<file path="src/rtl/mul_int_pkg.sv">
// Shared ALU slow-path definitions used by the iterative multiplier.
package mul_int_pkg;

    // Multiplier sequencing states.
    typedef enum logic [1:0] {
        IDLE = 2'd0,
        CALC = 2'd1,
        SIGN = 2'd2
    } mul_st_t;

    localparam int unsigned MUL_DSZ_DEFAULT = 32;

endpackage

</file>
<file path="src/rtl/mul_int.sv">
// Iterative shift-add integer multiplier, unsigned or two's-complement,
// DSZ+2 cycles per product with a start/busy/done handshake.
module mul_int
    import mul_int_pkg::*;
#(
    parameter int unsigned DSZ = MUL_DSZ_DEFAULT
) (
    input  logic           clk,
    input  logic           rst,
    input  logic           start,
    input  logic           sgn,
    input  logic [DSZ-1:0] x,
    input  logic [DSZ-1:0] y,
    output logic           busy,
    output logic           done,
    output logic [DSZ-1:0] hi,
    output logic [DSZ-1:0] lo
);

    localparam int unsigned CW = $clog2(DSZ);
    localparam logic [CW-1:0] I_LAST = CW'(DSZ - 1);

    mul_st_t          state_q, state_d;
    logic [2*DSZ:0]   acc_q, acc_d;
    logic [DSZ-1:0]   mx_q, mx_d;
    logic             neg_q, neg_d;
    logic [CW-1:0]    i_q, i_d;
    logic             busy_q, busy_d;
    logic             done_q, done_d;
    logic [DSZ-1:0]   hi_q, hi_d;
    logic [DSZ-1:0]   lo_q, lo_d;

    logic [DSZ-1:0]   x_mag, y_mag;
    logic [DSZ:0]     t;
    logic [2*DSZ-1:0] prod, p;

    // Operand magnitudes, single DSZ+1-bit add step and final sign fix-up.
    always_comb begin
        x_mag = (sgn & x[DSZ-1]) ? -x : x;
        y_mag = (sgn & y[DSZ-1]) ? -y : y;
        t     = acc_q[2*DSZ:DSZ] + (acc_q[0] ? {1'b0, mx_q} : '0);
        prod  = acc_q[2*DSZ-1:0];
        p     = neg_q ? -prod : prod;
    end

    // Next-state and datapath control.
    always_comb begin
        state_d = state_q;
        acc_d   = acc_q;
        mx_d    = mx_q;
        neg_d   = neg_q;
        i_d     = i_q;
        done_d  = 1'b0;
        hi_d    = hi_q;
        lo_d    = lo_q;
        unique case (state_q)
            IDLE: begin
                if (start) begin
                    mx_d    = x_mag;
                    neg_d   = sgn & (x[DSZ-1] ^ y[DSZ-1]);
                    acc_d   = {{(DSZ+1){1'b0}}, y_mag};
                    i_d     = '0;
                    state_d = CALC;
                end
            end
            CALC: begin
                acc_d = {1'b0, t, acc_q[DSZ-1:1]};
                if (i_q == I_LAST) begin
                    // Clear rather than wrap so the counter is ready for the next run.
                    i_d     = '0;
                    state_d = SIGN;
                end else begin
                    i_d = i_q + CW'(1);
                end
            end
            SIGN: begin
                {hi_d, lo_d} = p;
                done_d       = 1'b1;
                state_d      = IDLE;
            end
            default: state_d = IDLE;
        endcase
        busy_d = (state_d != IDLE);
    end

    // Control and result registers with synchronous reset.
    always_ff @(posedge clk) begin
        if (rst) begin
            state_q <= IDLE;
            i_q     <= '0;
            busy_q  <= 1'b0;
            done_q  <= 1'b0;
            hi_q    <= '0;
            lo_q    <= '0;
        end else begin
            state_q <= state_d;
            i_q     <= i_d;
            busy_q  <= busy_d;
            done_q  <= done_d;
            hi_q    <= hi_d;
            lo_q    <= lo_d;
        end
    end

    // Datapath registers; contents are don't-care until loaded by start.
    always_ff @(posedge clk) begin
        acc_q <= acc_d;
        mx_q  <= mx_d;
        neg_q <= neg_d;
    end

    assign busy = busy_q;
    assign done = done_q;
    assign hi   = hi_q;
    assign lo   = lo_q;

endmodule

</file>
<file path="config.mk">
export PLATFORM = sky130hd
export DESIGN_NAME = mul_int
export DESIGN_NICKNAME = d
export VERILOG_FILES = /design/src/rtl/mul_int_pkg.sv /design/src/rtl/mul_int.sv
export SDC_FILE = /design/constraint.sdc
export NUM_CORES = 1
export LEC_CHECK = 0
export CAP_MARGIN = 10
export CORE_MARGIN = 2
export CORE_UTILIZATION = 61
export DETAILED_ROUTE_END_ITERATION = 12
export PLACE_DENSITY = 0.94
export SKIP_LAST_GASP = 1
export SYNTH_ARGS = -nofsm -noshare
export SYNTH_HDL_FRONTEND = slang
export SYNTH_SLANG_ARGS = --single-unit
</file>
<file path="constraint.sdc">
create_clock -name clk -period 10.3 [get_ports clk]
set_input_delay 1.545 -clock clk [delete_from_list [all_inputs] [get_ports clk]]
set_output_delay 1.545 -clock clk [all_outputs]
set_load 0.02 [all_outputs]
</file>
==> metrics.yaml <==
global_routing:
  grt_use_met1_pct: 41.8
  grt_max_degree: 66
  grtUsageTotal_pct: 30.3
  gr-max-usage-layer: "met2"
  antenna_found_initial: 0
  grt_overflow: 0
  grtUsageMet3_pct: 4.95
  grt_pass1_wl_um: 43500
  grt_util_met2_pct: 49.8
  grt_pass1_vias: 8786
die:
  rows: 47
  die_y_um: 135
  die-area_um2: 18100
  initial_utilization_pct: 62.5
  die_w_um: 135
  core_area_um2: 16600
  io_pins: 134
drt:
  first_pass_iters: 6
  postRouteAntennaNets: 0
  vias_per_cell: 6.24
  routedWlPerCell_um: 18.2
  drtIter0Drc: 1135
  num_vias: 9351
  drc: 0
  wirelength_um: 27300
synthesis:
  synth_top_area_share_pct: 28.0
  postSynthCellCount: 1164
  netlist_area_um2: 10400
  syn_nets: 1270
  yosysWarningCount: 0
  synth_edf_count: 97
  synth-seq-area-share_pct: 42.0
  synth_top_flop_cell: "edfxtp_1"
  yosys-top-cells-area: "edfxtp_1 (28%), dfxtp_1 (14%), xor2_1 (7.3%)"
  synth-seq-cells: 170
  async_reset_ff_share_pct: 0
  yosysUniqueCellTypes: 63
  synth_top_area_cell: "edfxtp_1"
  synth_area_per_cell_um2: 8.94
setup_path:
  cp_common_cell: "o21ai_0"
  cp.arrival_ns: 4.35
  slowest_stage: "nor3b_1"
  critPathLaunch: "y[9]"
  cpPeakStageDelay_ns: 0.77
  worstPathRequired_ns: 10.44
  start_kind: "primary input"
  rr_startpoint: "acc_q[0]"
  worst-setup-path-type: "in -> reg"
  critical_path.max_fanout: 7
  path_cells: "clkdlybuf4s50_1, or4_1, nor3_1, nor3b_1, nand3_1, o21ai_0, xor2_1, o21ai_0"
  reg2regPathDepth: 11
  worst_setup_path_end_kind: "flip-flop"
  r2r_slack_ns: 6.54
  r2r_end: "acc_q[57]"
final_layout:
  final_layout_size_suffix_gt1_share_pct: 4.46
  fin_cells: 1498
  fin_nets: 1372
  diodes: 0
  seq_area_um2: 4370
  nFillCells: 1150
  area.growth.synth_to_final_pct: 19.8
  multi_input_area_um2: 5750
clocking:
  postCtsSetupBuffers: 0
  cts_tree: "yes"
  numCtsBuffers: 17
  cts_root_buf: "clkbuf_16"
  clock_latency_ns: 0.43
  htreeDepth: 4
  hold_buffers: 0
  clk_path_buf_depth: 2
  clkTransAtPathRegs_ns: 0.07
  clock-sinks: 170
  cts.repair.resized: 0
timing:
  rsz0062_at_grt: "false"
  hold_viol_final: 0
  tns_ns: 0
  max-slew-margin-rel_pct: 21.5
  post-route-period-util_pct: 40.8
  slew_viol_final: 0
  setup-violations-final: 0
  timing.final.crit_period_ns: 4.20
  fmax_mhz: 238
  skew_ns: 0.00755
  tightest_slew_ns: 1.18
hold_path:
  min_path_type: "reg -> reg"
  holdPathEnd: "hi[3]"
  hold_start: "hi[3]"
  hold_depth: 2
power:
  power-per-cell-area_nw_per_um2: 151
  ir_drop_uv: 122
  fin_total_pwr_mw: 1.89
  leakagePower_nw: 4.49
job:
  drv_cap: 0
placement:
  place_inst: 1467
  hpwl_um: 20600
  gp_congestion: 0.939
  numPortBuffers: 133
status:
  status: "finished clean"
layout by cell type (no fill, tap or decap), types with 28 or more instances in the layout:
cell type        instances
nand2_1                133
clkdlybuf4s50_1        133
o21ai_0                109
nor2_1                 102
edfxtp_1                97
xor2_1                  87
dfxtp_1                 73
a21oi_1                 70
xnor2_1                 54
and2_1                  41
ha_1                    37
a211oi_1                32
nor3_1                  28
layer usage:
metal	wire length (um)	share of wire, %
met1	11600	43
met2	12900	47
met3	2270	8.3
met4	541	2.0
met5	0	0
cells in the mapped netlist, types with 6 or more instances:
master	instances
edfxtp_1	97
xor2_1	87
a21oi_1	70
inv_1	21
and2_1	41
a21o_1	10
clkbuf_1	53
nand3b_1	6
and3_1	9
o41ai_1	14
xnor2_1	54
dfxtp_1	73
nor4_1	20
o31ai_1	26
nand2b_1	9
nor3_1	28
nor2_1	103
a211oi_1	32
or3_1	11
or4_1	15
nand4_1	7
o21ai_0	109
a31oi_1	6
ha_1	37
nand3_1	20
nand2_1	133
or2_2	6
area by class of cell:
class,instances,share of cell area [%]
flip-flops and latches,170,35.1
well taps,220,2.21
clock buffers,23,4.35
clock inverters,8,0.522
repair buffers,140,11.1
inverters,21,0.632
multi-input cells,916,46.1
worst max-delay path, delay by kind of cell:
family / cells / cell delay [ns]
AO/OA/AOI/OAI: 2 / 0.31
XOR/XNOR: 1 / 0.17
buffers and inverters: 1 / 0.46
AND/OR/NAND/NOR: 4 / 1.87
worst max path at each step:
| stage | to |
|---|---|
| 3_3_place_gp | mx_q[29] |
| 6_report | acc_q[30] |
| 5_1_grt | acc_q[30] |
| 2_1_floorplan | mx_q[0] |
| 3_5_place_dp | acc_q[28] |
| 4_1_cts | acc_q[28] |
power by group:
group	switching [mW]	leakage (nW)	total, mW	internal [mW]
clock	0.278	0.304	0.655	0.377
sequential	0.0693	1.57	0.848	0.779
combinational	0.224	2.61	0.384	0.160
stage by stage:
step	utilization, %	hold slack (ns)	setup WS, ns	area [um^2]
finish	74.9	0.454	6.10	12500
detailed placement	71.3	0.444	5.76	11900
global route	74.9	0.488	5.84	12500
floorplan	-	0.439	5.84	10400
CTS	74.9	0.459	6.22	12500
global placement	71.3	0.439	5.87	11900
cells by family (layout without fill, tap and decap cells):
logic type | Yosys count | after routing | share of synthesized area, %
buffers and inverters | 78 | 192 | 2.92
flip-flops | 170 | 170 | 42.0
adder cells (fa/ha/maj) | 38 | 38 | 4.64
AND/OR/NAND/NOR | 428 | 428 | 20.2
XOR/XNOR | 141 | 141 | 11.9
multiplexers | 1 | 1 | 0.0962
AO/OA/AOI/OAI | 308 | 308 | 18.3
sequential cells by signal, indices dropped and copies added, names as in the netlist:
| register | cells |
|---|---|
| lo | 32 |
| i_q | 5 |
| mx_q | 32 |
| busy | 1 |
| done | 1 |
| neg_q | 1 |
| hi | 32 |
| acc_q | 64 |
| state_q | 2 |
(Power assumes the default switching activity.)
